`config.mk`:
```
export PLATFORM = sky130hd
export DESIGN_NAME = alu_ctrl_seq_flat
export DESIGN_NICKNAME = d
export VERILOG_FILES = /design/src/rtl/alu_ctrl_pkg.sv /design/src/rtl/alu_ctrl_seq_if.sv /design/src/rtl/alu_ctrl_decode.sv /design/src/rtl/alu_ctrl_seq.sv /design/src/flat_wrapper.sv
export SDC_FILE = /design/constraint.sdc
export NUM_CORES = 1
export LEC_CHECK = 0
export CAP_MARGIN = 40
export CORE_MARGIN = 1.5
export CORE_UTILIZATION = 45
export CTS_BUF_LIST = sky130_fd_sc_hd__clkbuf_16
export DETAILED_ROUTE_END_ITERATION = 8
export GPL_TIMING_DRIVEN = 1
export PLACE_DENSITY = 0.73
export SLEW_MARGIN = 0
export SYNTH_ARGS = -nofsm -noshare
export SYNTH_HDL_FRONTEND = slang
export SYNTH_HIERARCHICAL = 1
export SYNTH_SLANG_ARGS = --single-unit
```
`constraint.sdc`:
```
create_clock -name clk -period 2.4 [get_ports clk]
set_input_delay 0.72 -clock clk [delete_from_list [all_inputs] [get_ports clk]]
set_output_delay 0.72 -clock clk [all_outputs]
set_load 0.01 [all_outputs]
```
`src/rtl/alu_ctrl_pkg.sv`:
```
// Shared types for the ALU control sequencer: operation codes, FSM states and
// the packed bundle of datapath control strobes.
package alu_ctrl_pkg;

  localparam int unsigned CTRL_W = 5;

  typedef logic [CTRL_W-1:0] op_t;

  localparam op_t LOAD   = op_t'(0);
  localparam op_t ADD    = op_t'(1);
  localparam op_t SUB    = op_t'(2);
  localparam op_t AND_OP = op_t'(3);
  localparam op_t INC    = op_t'(4);
  localparam op_t NOT_OP = op_t'(5);
  localparam op_t XOR_OP = op_t'(6);
  localparam op_t SLT    = op_t'(7);
  localparam op_t OR_OP  = op_t'(8);
  localparam op_t DIV    = op_t'(9);
  localparam op_t MULT   = op_t'(10);
  localparam op_t ADDU   = op_t'(11);
  localparam op_t MFHI   = op_t'(12);
  localparam op_t MFLO   = op_t'(13);
  localparam op_t BEQ    = op_t'(14);
  localparam op_t BNE    = op_t'(15);
  localparam op_t BLEZ   = op_t'(16);
  localparam op_t BGTZ   = op_t'(17);
  localparam op_t SFT    = op_t'(18);

  typedef enum logic [2:0] {
    IDLE,
    ISSUE,
    MD_START,
    MD_WAIT,
    MD_STORE
  } state_t;

  typedef struct packed {
    logic [1:0] cond_type;
    logic       div_op;
    logic       mult_op;
    logic [2:0] alu_op;
    logic       or_op;
    logic       overflow_op;
    logic [2:0] src_out;
    logic [1:0] store_md;
    logic       alu_out_save;
  } ctrl_t;

  localparam ctrl_t CTRL_ZERO = '0;

  // HI/LO write strobe: div results land as 01, mult results as 10.
  function automatic logic [1:0] store_code(input logic is_div);
    return is_div ? 2'b01 : 2'b10;
  endfunction

endpackage

```
`src/rtl/alu_ctrl_seq_if.sv`:
```
// Request handshake between the main control FSM (master) and the sequencer (slave).
interface alu_ctrl_seq_if;
  import alu_ctrl_pkg::*;

  logic              req_valid;
  logic [CTRL_W-1:0] req_type;
  logic              req_ready;

  modport master (output req_valid, output req_type, input req_ready);
  modport slave  (input req_valid, input req_type, output req_ready);

endinterface

```
`src/rtl/alu_ctrl_decode.sv`:
```
// Combinational operation-code decode into control strobes plus mult/div and
// illegal-code classification.
module alu_ctrl_decode
  import alu_ctrl_pkg::*;
(
  input  logic [CTRL_W-1:0] code,
  output ctrl_t             ctrl,
  output logic              is_md,
  output logic              is_div,
  output logic              is_illegal
);

  always_comb begin
    ctrl       = CTRL_ZERO;
    is_md      = 1'b0;
    is_div     = 1'b0;
    is_illegal = 1'b0;
    unique case (code)
      LOAD:   begin ctrl.alu_op = 3'b000; ctrl.src_out = 3'b011; ctrl.alu_out_save = 1'b1; end
      ADD:    begin ctrl.alu_op = 3'b001; ctrl.src_out = 3'b011; ctrl.overflow_op = 1'b1; ctrl.alu_out_save = 1'b1; end
      SUB:    begin ctrl.alu_op = 3'b010; ctrl.src_out = 3'b011; ctrl.overflow_op = 1'b1; ctrl.alu_out_save = 1'b1; end
      AND_OP: begin ctrl.alu_op = 3'b011; ctrl.src_out = 3'b011; ctrl.alu_out_save = 1'b1; end
      INC:    begin ctrl.alu_op = 3'b100; ctrl.src_out = 3'b011; ctrl.overflow_op = 1'b1; ctrl.alu_out_save = 1'b1; end
      NOT_OP: begin ctrl.alu_op = 3'b101; ctrl.src_out = 3'b011; ctrl.alu_out_save = 1'b1; end
      XOR_OP: begin ctrl.alu_op = 3'b110; ctrl.src_out = 3'b011; ctrl.alu_out_save = 1'b1; end
      SLT:    begin ctrl.alu_op = 3'b111; ctrl.src_out = 3'b010; ctrl.alu_out_save = 1'b1; end
      OR_OP:  begin ctrl.or_op = 1'b1; ctrl.src_out = 3'b100; ctrl.alu_out_save = 1'b1; end
      DIV:    begin is_md = 1'b1; is_div = 1'b1; end
      MULT:   is_md = 1'b1;
      ADDU:   begin ctrl.alu_op = 3'b001; ctrl.src_out = 3'b011; ctrl.alu_out_save = 1'b1; end
      MFHI:   begin ctrl.src_out = 3'b001; ctrl.alu_out_save = 1'b1; end
      MFLO:   begin ctrl.src_out = 3'b000; ctrl.alu_out_save = 1'b1; end
      BEQ:    ctrl.cond_type = 2'b00;
      BNE:    ctrl.cond_type = 2'b01;
      BLEZ:   ctrl.cond_type = 2'b10;
      BGTZ:   ctrl.cond_type = 2'b11;
      SFT:    begin ctrl.src_out = 3'b110; ctrl.alu_out_save = 1'b1; end
      default: is_illegal = 1'b1;
    endcase
  end

endmodule

```
`src/rtl/alu_ctrl_seq.sv`:
```
// Handshaked ALU control sequencer: registers decoded strobes for single-cycle
// ops and walks mult/div ops through start, wait (with watchdog) and store.
module alu_ctrl_seq
  import alu_ctrl_pkg::*;
#(
  parameter int unsigned MD_TIMEOUT = 40
) (
  input  logic                clk,
  input  logic                reset_n,
  input  logic                flush,
  alu_ctrl_seq_if.slave       req,
  input  logic                md_done,
  output logic [1:0]          condType,
  output logic                divOp,
  output logic                multOp,
  output logic [2:0]          ALUOp,
  output logic                orOp,
  output logic                overflowOp,
  output logic [2:0]          SrcOut,
  output logic [1:0]          StoreMD,
  output logic                ALUOutSave,
  output logic                busy,
  output logic                err_illegal,
  output logic                err_timeout
);

  localparam int unsigned CNT_W    = (MD_TIMEOUT > 2) ? $clog2(MD_TIMEOUT) : 1;
  localparam logic [CNT_W-1:0] CNT_LAST = CNT_W'(MD_TIMEOUT - 1);

  state_t           state;
  ctrl_t            ctrl_q;
  logic [CNT_W-1:0] wd_cnt;

  ctrl_t dec_ctrl;
  logic  dec_md;
  logic  dec_div;
  logic  dec_illegal;
  ctrl_t md_ctrl;
  ctrl_t store_ctrl;
  logic  accept;

  alu_ctrl_decode u_decode (
    .code       (req.req_type),
    .ctrl       (dec_ctrl),
    .is_md      (dec_md),
    .is_div     (dec_div),
    .is_illegal (dec_illegal)
  );

  // Flush blocks acceptance in the same cycle so an aborted request is never taken.
  assign req.req_ready = ((state == IDLE) || (state == ISSUE)) && !flush;
  assign accept        = req.req_valid && req.req_ready;

  // Strobe patterns for entering MD_START and MD_STORE.
  always_comb begin
    md_ctrl            = CTRL_ZERO;
    md_ctrl.div_op     = dec_div;
    md_ctrl.mult_op    = !dec_div;
    store_ctrl          = CTRL_ZERO;
    store_ctrl.store_md = store_code(ctrl_q.div_op);
  end

  always_ff @(posedge clk) begin
    if (!reset_n || flush) begin
      state       <= IDLE;
      ctrl_q      <= CTRL_ZERO;
      wd_cnt      <= '0;
      err_illegal <= 1'b0;
      err_timeout <= 1'b0;
    end else begin
      err_illegal <= 1'b0;
      err_timeout <= 1'b0;
      unique case (state)
        IDLE, ISSUE: begin
          if (accept && dec_illegal) begin
            state       <= IDLE;
            ctrl_q      <= CTRL_ZERO;
            err_illegal <= 1'b1;
          end else if (accept && dec_md) begin
            state  <= MD_START;
            ctrl_q <= md_ctrl;
          end else if (accept) begin
            state  <= ISSUE;
            ctrl_q <= dec_ctrl;
          end else begin
            state  <= IDLE;
            ctrl_q <= CTRL_ZERO;
          end
        end
        MD_START: begin
          if (md_done) begin
            state  <= MD_STORE;
            ctrl_q <= store_ctrl;
          end else begin
            state  <= MD_WAIT;
            wd_cnt <= '0;
          end
        end
        MD_WAIT: begin
          // A completion on the last watchdog cycle still wins over the timeout.
          if (md_done) begin
            state  <= MD_STORE;
            ctrl_q <= store_ctrl;
          end else if (wd_cnt == CNT_LAST) begin
            state       <= IDLE;
            ctrl_q      <= CTRL_ZERO;
            err_timeout <= 1'b1;
          end else begin
            wd_cnt <= wd_cnt + CNT_W'(1);
          end
        end
        MD_STORE: begin
          state  <= IDLE;
          ctrl_q <= CTRL_ZERO;
        end
        default: begin
          state  <= IDLE;
          ctrl_q <= CTRL_ZERO;
        end
      endcase
    end
  end

  assign condType   = ctrl_q.cond_type;
  assign divOp      = ctrl_q.div_op;
  assign multOp     = ctrl_q.mult_op;
  assign ALUOp      = ctrl_q.alu_op;
  assign orOp       = ctrl_q.or_op;
  assign overflowOp = ctrl_q.overflow_op;
  assign SrcOut     = ctrl_q.src_out;
  assign StoreMD    = ctrl_q.store_md;
  assign ALUOutSave = ctrl_q.alu_out_save;
  assign busy       = (state != IDLE);

endmodule

```
`src/flat_wrapper.sv`:
```
// flat-port wrapper written by rule: the top's interface ports become plain ports
module alu_ctrl_seq_flat import alu_ctrl_pkg::*;
#(
  parameter int unsigned MD_TIMEOUT = 40
)
  (clk, reset_n, flush, md_done, condType, divOp, multOp, ALUOp, orOp, overflowOp, SrcOut, StoreMD, ALUOutSave, busy, err_illegal, err_timeout, req_req_valid, req_req_type, req_req_ready);
  alu_ctrl_seq_if req_i ();
  input  logic clk;
  input  logic reset_n;
  input  logic flush;
  input  logic md_done;
  output logic [1:0] condType;
  output logic divOp;
  output logic multOp;
  output logic [2:0] ALUOp;
  output logic orOp;
  output logic overflowOp;
  output logic [2:0] SrcOut;
  output logic [1:0] StoreMD;
  output logic ALUOutSave;
  output logic busy;
  output logic err_illegal;
  output logic err_timeout;
  input wire logic [$bits(req_i.req_valid)-1:0] req_req_valid;
  input wire logic [$bits(req_i.req_type)-1:0] req_req_type;
  output wire logic [$bits(req_i.req_ready)-1:0] req_req_ready;
  assign req_i.req_valid = req_req_valid;
  assign req_i.req_type = req_req_type;
  assign req_req_ready = req_i.req_ready;
  alu_ctrl_seq #(.MD_TIMEOUT(MD_TIMEOUT)) u_core (.clk(clk), .reset_n(reset_n), .flush(flush), .req(req_i), .md_done(md_done), .condType(condType), .divOp(divOp), .multOp(multOp), .ALUOp(ALUOp), .orOp(orOp), .overflowOp(overflowOp), .SrcOut(SrcOut), .StoreMD(StoreMD), .ALUOutSave(ALUOutSave), .busy(busy), .err_illegal(err_illegal), .err_timeout(err_timeout));
endmodule
```
== After elaboration in Yosys (flattened, before gate mapping) ==
Cells that the tools add are included.
Storage, ports and cells
  flip-flop bits (word level): 26
  input bits: 10
  output and inout bits: 19
  word-level logic and storage cells: 97
Operators by class
  add/subtract/negate cells: 1
  equality and inequality tests: 27
  multiplexer cells: 30
  bitwise logic cells: 2
  reduce and logical (&&, ||, !) cells: 24
Operators by type and width (count)
  15-bit two-way mux: 6
  15-bit case mux with 3 select lines: 1
  5-bit by 4-bit equality test with 1-bit output, second input constant: 8
  3-bit case mux with 7 select lines: 1
  5-bit by 3-bit equality test with 1-bit output, second input constant: 4
  19-bit OR reduction: 1
  6-bit two-way mux: 3
  5-bit equality test, second input constant: 3
  3-bit two-way mux: 5
  3-bit case mux with 5 select lines: 1
  13-bit OR reduction: 1
  6-bit case mux with 2 select lines: 1
  5-bit by 2-bit equality test with 1-bit output, second input constant: 2
  1-bit two-way mux: 9
  3-bit case mux with 3 select lines: 1
  2-bit != test, second input constant: 4
  2-bit OR reduction: 4
  8-bit OR reduction: 1
  6-bit by 1-bit adder with 6-bit output, second input constant: 1
  3-bit by 2-bit equality test with 1-bit output, second input constant: 2
  6-bit equality test, second input constant: 1
  2-bit case mux with 3 select lines: 1
  3-bit OR reduction: 2
  5-bit by 1-bit equality test with 1-bit output, second input constant: 1
  other kinds (13): 20

== Depth between registers and ports, before layout ==
Gate-level depths: netlist (run 1).
  word-level depth: 8
  gate-level depth with buffers: 7
  gate-level depth less buffers: 5

== By module ==
The synthesis (run 1) kept the hierarchy.
By module, submodules not included
  alu_ctrl_seq: instances 1, cells an instance 107, area each 1104.8 um^2, seq. area each 520.5 um^2
  alu_ctrl_decode: instances 1, cells an instance 44, area each 309.0 um^2, seq. area each 0.0 um^2

== Worst setup path after synthesis (run 1) ==
Ideal clock, no wire load.
  path kind: input -> register
  start: input port req_req_type[0]
  end: register u_core.ctrl_q (netlist bit u_core/ALUOp[0])
  library setup time: 0.117 ns
  arrival time: 2.038 ns
  data required time: 2.283 ns
  slack: 0.245 ns
  cell stages on the path: 6
  path buffers: 2
  cell sequence: buf_4 > xnor2_1 > nor3_1 > and4b_1 > buf_2 > a22o_1
Between the ends
  word-level cells in the longest chain between the ends: 7
  elaborated cells on any way between the ends: 31
  those cells by class: eq/ne: 18; mux: 7; reduce/logical: 6
RTL lines
  from (decl): line flat_wrapper.sv:25  | input wire logic [$bits(req_i.req_type)-1:0] req_req_type;
  5-bit by 4-bit equality test with 1-bit output: line alu_ctrl_decode.sv:18  | unique case (code)
  2-bit OR reduction (no line) (*)
  1-bit two-way mux (*): line alu_ctrl_decode.sv:18
  via u_core.dec_md: line alu_ctrl_seq.sv:35  | logic dec_md;
  1-bit logical AND (*): line alu_ctrl_seq.sv:79  | end else if (accept && dec_md) begin
  15-bit two-way mux (*): line alu_ctrl_seq.sv:79
  15-bit two-way mux (*): line alu_ctrl_seq.sv:75  | if (accept && dec_illegal) begin
  15-bit case mux with 3 select lines (*): line alu_ctrl_seq.sv:73  | unique case (state)
  to (signal assigned): line alu_ctrl_seq.sv:81  | ctrl_q <= md_ctrl;
  to (signal assigned): line alu_ctrl_seq.sv:84  | ctrl_q <= dec_ctrl;
  to (signal assigned): line alu_ctrl_seq.sv:93  | ctrl_q <= store_ctrl;
  to (decl): line alu_ctrl_seq.sv:31  | ctrl_t ctrl_q;
The timed path passes the listed nets; every way through them passes the cells marked *.
A chain may end at the register's enable or synchronous reset.

== Worst setup path after layout (run 1) ==
  start: input port flush
  end: output port req_req_ready
Between the ends
  word-level cells in the longest chain between the ends: 2
RTL lines
  from (decl): line flat_wrapper.sv:10  | input logic flush;
  1-bit zero test: line alu_ctrl_seq.sv:51  | assign req.req_ready = ((state == IDLE) || (state == ISSUE)) && !flush;
  1-bit logical AND: line alu_ctrl_seq.sv:51
  to (decl): line flat_wrapper.sv:26  | output wire logic [$bits(req_i.req_ready)-1:0] req_req_ready;
Every way passes these cells.

==> results of run 1 <==
==> final timing paths <==
kind | to | slack [ns]
max | req_req_ready | 0.09
min | u_core/ALUOutSave$_SDFFE_PP0P_ | 0.47
max reg2reg | u_core/condType[0]$_SDFFE_PP0P_ | 0.74
min reg2reg | u_core/ALUOutSave$_SDFFE_PP0P_ | 0.47
==> power groups by stage <==
stage          Combinational, µW  Sequential, µW  Clock (µW)
2_1_floorplan               62.1             448           0
3_3_place_gp                 105             447           0
3_5_place_dp                 108             447           0
4_1_cts                      108             437         374
5_1_grt                      119             438         398
6_report                     109             438         361
==> final cells by class <==
| cell class | count | area share |
|---|---|---|
| clock buffers | 3 | 0.0402 |
| clock inverters | 1 | 0.00201 |
| inverters | 3 | 0.00603 |
| multi-input cells | 110 | 0.419 |
| flip-flops and latches | 26 | 0.279 |
| well taps | 44 | 0.0295 |
| repair buffers | 45 | 0.225 |
==> cells by family after synthesis <==
family	after synthesis	synth area share
AND/OR/NAND/NOR	57	0.271
AO/OA/AOI/OAI	42	0.222
flip-flops	26	0.368
buffers and inverters	18	0.0867
multiplexers	4	0.0283
XOR/XNOR	2	0.0124
adder cells (fa/ha/maj)	1	0.00885
other	1	0.00265
==> cells in the mapped netlist, drive strengths merged, types with 2 or more instances <==
master   count
nor3         5
nand4        3
dfxtp       26
nor2         2
nor4b        2
o21a         4
a311oi       2
mux2i        4
nand2b       4
a21oi        5
a22o        11
nand4b       2
nand3b       4
buf         12
clkbuf       3
nand2        7
nor4         2
inv          3
nand3        6
a211oi       7
nor2b        6
nor3b        2
a21o         2
o21ai        8
or3          4
o2bb2ai      2
==> through the flow <==
step                      utilization  instances  power [µW]  area [µm²]
after floorplan                     -        154         510        1430
after global placement          0.591        228         552        1790
after detailed placement        0.591        228         555        1790
after CTS                       0.617        232         919        1870
after global routing            0.617        232         955        1870
final                           0.617        232         907        1870
==> placed cells by master, fill, tap and decap left out, drive strengths merged, types with 2 or more instances in the layout <==
cell,Yosys,routed
nand2b,4,4
o21a,4,4
a22o,11,11
o2bb2ai,2,2
nor4,2,2
nor4b,2,2
mux2i,4,4
or3,4,4
nor3,5,5
nand4,3,3
buf,12,17
clkdlybuf4s50,0,27
nand3b,4,4
nor2,2,2
conb,1,4
inv,3,3
nor2b,6,6
nand4b,2,2
a21oi,5,5
o21ai,8,8
a21o,2,2
clkbuf,3,3
a211oi,7,7
nand2,7,7
nor3b,2,2
dfxtp,26,26
a311oi,2,2
nand3,6,6
==> routing by layer <==
layer,vias to the layer above,GRT usage
met5,-,0
met2,27,0.306
met3,4,0.0502
met1,581,0.256
li1,632,-
met4,0,0.0584
==> flip-flops by register name (all words and copies together) (netlist names) <==
signal and flops:
u_core/ALUOutSave 1, u_core/err_illegal 1, u_core/divOp 1, u_core/overflowOp 1, u_core/wd_cnt 6, u_core/SrcOut 3
u_core/condType 2, u_core/multOp 1, u_core/state 3, u_core/err_timeout 1, u_core/ALUOp 3, u_core/orOp 1
u_core/StoreMD 2
==> flow_metrics.py, run 1 <==
metrics = {
    "placed_design": {
        "port-buffer-count": 28,
        "dp_slack_ns": -0.199,
        "gp_congestion": 0.781,
        "place_hpwl_mm": 2.30,
    },
    "sta": {
        "hold_ws_ns": 0.473,
        "max_freq_ghz": 0.434,
        "hold_viol": 0,
        "fin_crit_sh": 0.961,
        "fin_crit_ns": 2.31,
        "drv_slew": 0,
        "setup_viol": 0,
        "fin_worst_skew_ns": 0.00343,
        "rsz0062_at_grt": "no",
        "tns_ns": 0,
        "setup_slack_ns": 0.0947,
    },
    "worst_setup_path": {
        "cp-end-kind": "output port",
        "setup.worst_path.class": "primary input to output port",
        "cp.required_ns": 1.68,
        "crit_arrival_ns": 1.59,
        "critPathSlowestCell": "clkdlybuf4s50_1",
        "crit_buf_inv": 2,
        "reg2regPathDepth": 4,
        "critPathMaxStageDelay_ns": 0.43,
        "path_depth": 3,
        "crit_fanout": 2,
        "cp_top_family": "buffers and inverters",
        "worstPathCellList": "clkdlybuf4s50_1, nor3_2, dlygate4sd2_1",
        "startpoint_type": "primary input",
        "startpoint": "flush",
        "r2r-start": "u_core/state[1]$_SDFFE_PP0P_",
    },
    "power": {
        "power_leakage_uw": 0.000666,
        "max-vdd-ir-drop_mv": 0.374,
        "p_per_area_nw_per_um2": 486,
        "p_sw_frac": 0.213,
        "p_clk_frac": 0.398,
        "seqPwrFrac": 0.482,
        "intPower_uw": 714,
        "pwr-share-comb": 0.120,
        "switchingPower_uw": 193,
    },
    "clock_tree": {
        "cts_resized": 1,
        "cts_buffers": 3,
        "ctsHoldBuffers": 0,
        "cts_max_level": 1,
        "clock_sinks": 26,
        "cts_root_buffer": "clkbuf_16",
        "insertion_delay_ns": 0.26,
        "cts.path.max_buffers": 2,
        "tritoncts": "yes",
        "cts_setup_buffers": 0,
        "cts.clk_slew.worst_paths_ns": 0.06,
    },
    "detailed_routing": {
        "via_per_inst": 5.36,
        "wl_met1_mm": 1.48,
        "top_layer": "met4",
        "wl_met3_um": 137,
        "drc": 0,
        "wl_met2_mm": 1.34,
        "wire_per_inst_um": 12.9,
        "firstDrtPassIters": 4,
        "vias": 1244,
        "postRouteWirelength_mm": 3.00,
        "drt_iter0_drc": 44,
        "antenna_left": 0,
    },
    "flow_run": {
        "maxCapViolations": 0,
    },
    "min_path": {
        "worstHoldPathCells": 1,
        "min_path_type": "flop to flop",
        "hold_start": "u_core/ALUOutSave$_SDFFE_PP0P_",
    },
    "yosys": {
        "ys_types": 45,
        "synth_seq_area_share": 0.368,
        "netlist_instances": 151,
        "netlist_area_um2": 1410,
        "ys.flop_type": "dfxtp_1",
        "synth_top_area_share": 0.368,
        "yosys-top-cells-area": "dfxtp_1, a22o_1, a211oi_1",
        "avgSynthCellArea_um2": 9.36,
        "yosys_warnings": 6,
        "ys_seq_elements": 26,
        "synthArstFlopShare": 0,
        "synth_edf_count": 0,
        "synth_largest_area_cell": "dfxtp_1",
    },
    "final_layout": {
        "fillers": 276,
        "nets": 200,
        "regArea_um2": 520,
        "syn2layout_area_growth_pct": 32.0,
        "drive_gt1_frac": 0.128,
        "multiInputGateArea_um2": 782,
        "n_antenna_cell": 0,
    },
    "global_route": {
        "antenna_found_initial": 0,
        "grt_max_degree": 15,
        "grt_overflow": 0,
        "grt_first_pass_wirelength_mm": 5.15,
        "track_usage": 0.193,
        "grt_pass1_vias": 1177,
    },
    "die": {
        "initial_core_util": 0.467,
        "core_area_um2": 3030,
        "rows": 20,
        "fp.dieArea_um2": 3490,
        "die_h_um": 59.1,
        "die_w_um": 59.1,
        "io_pins": 29,
    },
    "status": {
        "status": "finished, final reports clean",
    },
}
Note: power is estimated with default switching activity, not from simulation.
==> run 2: changes to the inputs <==
--- a/config.mk
+++ b/config.mk
@@ -7,11 +7,11 @@
 export LEC_CHECK = 0
 export CAP_MARGIN = 40
 export CORE_MARGIN = 1.5
-export CORE_UTILIZATION = 45
+export CORE_UTILIZATION = 50
 export CTS_BUF_LIST = sky130_fd_sc_hd__clkbuf_16
 export DETAILED_ROUTE_END_ITERATION = 8
 export GPL_TIMING_DRIVEN = 1
-export PLACE_DENSITY = 0.73
+export PLACE_DENSITY = 0.79
 export SLEW_MARGIN = 0
 export SYNTH_ARGS = -nofsm -noshare
 export SYNTH_HDL_FRONTEND = slang
==> run 2 against run 1 <==
  * Power is 14% higher
  * Die area down 9.5%
  * Clock skew about the same
  * Sequential cell count is the same
  * Fmax increased by 0.83%
  * Critical path depth unchanged
  * Via count increased by 4.3%
  * Routed wire length increased by 11%
  * Clock-buffer cell count stayed put
  * Critical path type unchanged
  * Critical endpoint unchanged
  * Largest cell class unchanged
==> flow_metrics.py, run 2 (synthesized netlist as in run 1, its figures left out) <==
metrics = {
    "power": {
        "p_sw_frac": 0.205,
        "power_leakage_uw": 0.000684,
        "p_per_area_nw_per_um2": 551,
        "intPower_uw": 825,
        "seqPwrFrac": 0.421,
        "max-vdd-ir-drop_mv": 0.423,
        "pwr-share-comb": 0.107,
        "p_clk_frac": 0.472,
        "switchingPower_uw": 213,
    },
    "die": {
        "initial_core_util": 0.522,
        "core_area_um2": 2710,
        "die_w_um": 56.2,
        "fp.dieArea_um2": 3160,
        "io_pins": 29,
        "rows": 19,
        "die_h_um": 56.2,
    },
    "worst_setup_path": {
        "reg2regPathDepth": 3,
        "cp-end-kind": "output port",
        "crit_arrival_ns": 1.57,
        "r2r-start": "u_core/state[1]$_SDFFE_PP0P_",
        "crit_fanout": 2,
        "worstPathCellList": "clkdlybuf4s50_1, nor3_2, dlygate4sd2_1",
        "startpoint_type": "primary input",
        "critPathSlowestCell": "clkdlybuf4s50_1",
        "cp.required_ns": 1.68,
        "rrSetupSlack_ns": 0.69,
        "r2r_end": "u_core/wd_cnt[3]$_SDFFE_PP0P_",
        "critPathMaxStageDelay_ns": 0.43,
        "setup.worst_path.class": "primary input to output port",
        "startpoint": "flush",
    },
    "detailed_routing": {
        "via_per_inst": 5.90,
        "drc": 0,
        "wire_per_inst_um": 15.1,
        "antenna_left": 0,
        "drt_iter0_drc": 49,
        "postRouteWirelength_mm": 3.33,
        "vias": 1297,
        "firstDrtPassIters": 4,
    },
    "clock_tree": {
        "tritoncts": "yes",
        "cts_max_level": 1,
        "clock_sinks": 26,
        "cts_setup_buffers": 0,
        "cts.clk_slew.worst_paths_ns": 0.07,
        "insertion_delay_ns": 0.26,
        "cts_buffers": 3,
        "cts_root_buffer": "clkbuf_16",
        "cts.path.max_buffers": 2,
        "ctsHoldBuffers": 0,
    },
    "sta": {
        "setup_viol": 0,
        "fin_crit_ns": 2.29,
        "max_freq_ghz": 0.437,
        "drv_slew": 0,
        "tightest_slew_ns": 0.538,
        "fin_worst_skew_ns": 0.00337,
        "fin_crit_sh": 0.953,
        "maxSlewHeadroom": 0.641,
        "rsz0062_at_grt": "no",
        "hold_viol": 0,
    },
    "min_path": {
        "min_path_type": "flop to flop",
        "min_to": "u_core/ALUOutSave$_SDFFE_PP0P_",
        "worstHoldPathCells": 1,
        "hold_start": "u_core/ALUOutSave$_SDFFE_PP0P_",
    },
    "placed_design": {
        "dp_cells": 216,
        "port-buffer-count": 28,
        "place_hpwl_mm": 2.38,
        "gp_congestion": 0.874,
    },
    "final_layout": {
        "nets": 201,
        "largest_register_ffs": 6,
        "n_antenna_cell": 0,
        "final_common_cell": "clkdlybuf4s50_1",
        "layout_common_cells": "clkdlybuf4s50_1, dfxtp_1, buf_4, a22o_1, nand2_1",
        "regMostFlops": "u_core/wd_cnt",
        "drive_gt1_frac": 0.138,
        "utilization": 0.695,
        "finalNonFillerCells": 220,
        "syn2layout_area_growth_pct": 33.3,
    },
    "global_route": {
        "track_usage": 0.231,
        "antenna_found_initial": 0,
        "grt_pass1_vias": 1260,
        "grt_overflow": 0,
        "grt_first_pass_wirelength_mm": 5.79,
        "grt_max_degree": 16,
    },
    "flow_run": {
        "maxCapViolations": 0,
    },
    "status": {
        "status": "finished, final reports clean",
    },
}
run 2: how the worst max path moves through the flow:
| stage | to | cells past startpoint | slack, ns |
|---|---|---|---|
| floorplan | u_core/ALUOp[0]$_SDFFE_PP0P_ | 6 | 0.25 |
| global placement | req_req_ready | 3 | -0.16 |
| detailed placement | req_req_ready | 3 | -0.17 |
| CTS | req_req_ready | 3 | 0.10 |
| global route | req_req_ready | 3 | 0.05 |
| finish | req_req_ready | 3 | 0.11 |
run 2: timing repair:
action                                  CTS  global route
endpoints found under the setup margin    1             0
hold endpoints to repair                  0             0
resized for setup                         1             0
run 2: layer usage:
metal  up-vias  global-route usage  share of wire
met5         -                   0              0
met4         0              0.0816          0.012
met3         5              0.0442          0.041
met2        31               0.383           0.48
met1       630               0.298           0.47
li1        631                   -              -
run 2: power groups by stage:
stage                     registers (µW)  clock network (µW)  logic [µW]
after detailed placement             447                   0         109
after floorplan                      448                   0        62.1
final                                437                 489         111
after CTS                            437                 495         110
after global routing                 437                 517         120
after global placement               447                   0         106
run 2: through the flow:
stage	total power, µW	TNS [ns]	setup WS, ns	hold slack, ns	area [µm²]
after floorplan	510	0	0.245	0.453	1430
after global placement	553	-0.165	-0.165	0.448	1780
after detailed placement	557	-0.165	-0.165	0.456	1780
after CTS	1040	0	0.104	0.478	1880
after global routing	1070	0	0.0484	0.491	1880
final	1040	0	0.114	0.471	1880
run 2: cell type report:
cell class | instances | area (µm²)
clock inverter | 1 | 30.0
multi-input combinational | 110 | 782
fill | 231 | 826
inverter | 3 | 11.3
clock buffer | 3 | 75.1
sequential | 26 | 520
tap | 31 | 38.8
timing repair buffer | 46 | 427
run 2: worst max-delay path, delay by kind of cell:
kind	cells	cell delay (ns)
buffers and inverters	2	0.72
and+or+nand+nor	1	0.13
==> RTL edit (config.mk and constraints of run 1) <==
`MD_TIMEOUT` is set to 40 in 2 places; all go to 80.
--- a/src/rtl/alu_ctrl_seq.sv
+++ b/src/rtl/alu_ctrl_seq.sv
@@ -5,3 +5,3 @@
 #(
-  parameter int unsigned MD_TIMEOUT = 40
+  parameter int unsigned MD_TIMEOUT = 80
 ) (
--- a/src/flat_wrapper.sv
+++ b/src/flat_wrapper.sv
@@ -3,3 +3,3 @@
 #(
-  parameter int unsigned MD_TIMEOUT = 40
+  parameter int unsigned MD_TIMEOUT = 80
 )
Function: same outputs for any inputs over 10 cycles, from zero or initial values; that may be too few to reach the edited logic, so the function may still have changed.
==> RTL edit against run 1 <==
Sequential cell count grew 1; setup slack lost 0.017 ns; wire length grew 11%; cell area grew 4.4%; clock skew grew 0.0027 ns; total power grew 5.1%; area after synthesis grew 2.2%; largest power group unchanged; highest routed layer is now met3.
==> RTL edit: results <==
{
  "routed_wl_um": 3330,
  "n_fill_cell": 294,
  "htree_levels": 1,
  "synth_cell_types": 49,
  "rrSetupSlack_ns": 0.76,
  "gr-usage-met1_pct": 26.1,
  "synthTopCellsByArea": "dfxtp_1, a22o_1, buf_4, nand3_1, nor2b_1",
  "buffers": 49,
  "cts_buffers": 3,
  "status": "finished, final reports clean",
  "switchingPower_uw": 216,
  "regArea_um2": 541,
  "synthTopCellsByCount": "dfxtp_1, a22o_1, nand3_1",
  "wl_met1_um": 1450,
  "drt_iter0_markers": 80,
  "ys_warn_count": 6,
  "grt_util_met2_pct": 37.0,
  "cts_resized": 2,
  "synth_xor_area_share_pct": 1.21,
  "grt_util_met3_pct": 4.55,
  "drt_first_pass_iters": 4,
  "buf_share_pct": 23.1,
  "dpl.hpwl_um": 2470,
  "layout.nets": 208,
  "grt_max_degree": 17,
  "routed_via_density": 5.60,
  "num-multi-input-gates": 113,
  "fin_skew_ns": 0.00617,
  "cts_max_path_buffers": 2,
  "yosysSeqAreaShare_pct": 37.4,
  "grt_pass1_vias": 1297,
  "synthAdderAreaFrac_pct": 0.866,
  "multi_input_area_um2": 810,
  "clk_latency_ns": 0.26,
  "crit_arrival_ns": 1.60,
  "hp-start": "u_core/multOp",
  "min_path_cells": 1,
  "cts_setup_buffers": 0,
  "drive_above_1_share_pct": 16.3,
  "ff2ff_path_depth": 5,
  "wl_met3_um": 159,
  "min_to": "u_core/multOp",
  "worst_ir_drop_vdd_mv": 0.523,
  "clk_share_pct": 4.24,
  "r2r-end": "u_core/StoreMD[1]",
  "fin_hold_ws_ns": 0.476,
  "seq_cells": 27,
  "top_layer": "met3",
  "track_usage_pct": 20.8,
  "synthMuxAreaShare_pct": 2.08,
  "synth-compound-area-share_pct": 22.9,
  "r2r_start": "u_core/wd_cnt[0]",
  "critical-path-top-delay-family": "buffers and inverters",
  "pg_seq_uw": 454,
  "route.met2.wl_um": 1720,
  "p_leak_uw": 0.000711,
  "diodes": 0,
  "grt_pass1_wl_um": 5820,
  "place_congestion": 0.950,
  "largest_reg_flops": 7
}
RTL edit: through the flow:
| step | instances | setup WS [ns] | total power, uW | TNS [ns] | cell area [um^2] |
|---|---|---|---|---|---|
| 2_1_floorplan | 157 | 0.431 | 526 | 0 | 1460 |
| 3_3_place_gp | 236 | -0.229 | 572 | -0.229 | 1860 |
| 3_5_place_dp | 236 | -0.280 | 575 | -0.280 | 1860 |
| 4_1_cts | 240 | 0.0686 | 966 | 0 | 1950 |
| 5_1_grt | 240 | 0.0206 | 995 | 0 | 1950 |
| 6_report | 240 | 0.0780 | 953 | 0 | 1950 |
RTL edit: how the worst max path moves through the flow:
| stage | end | slack (ns) | cells past startpoint |
|---|---|---|---|
| floorplan | u_core/ALUOp[0] | 0.43 | 7 |
| global placement | req_req_ready | -0.23 | 3 |
| detailed placement | req_req_ready | -0.28 | 3 |
| CTS | req_req_ready | 0.07 | 3 |
| global route | req_req_ready | 0.02 | 3 |
| finish | req_req_ready | 0.08 | 3 |
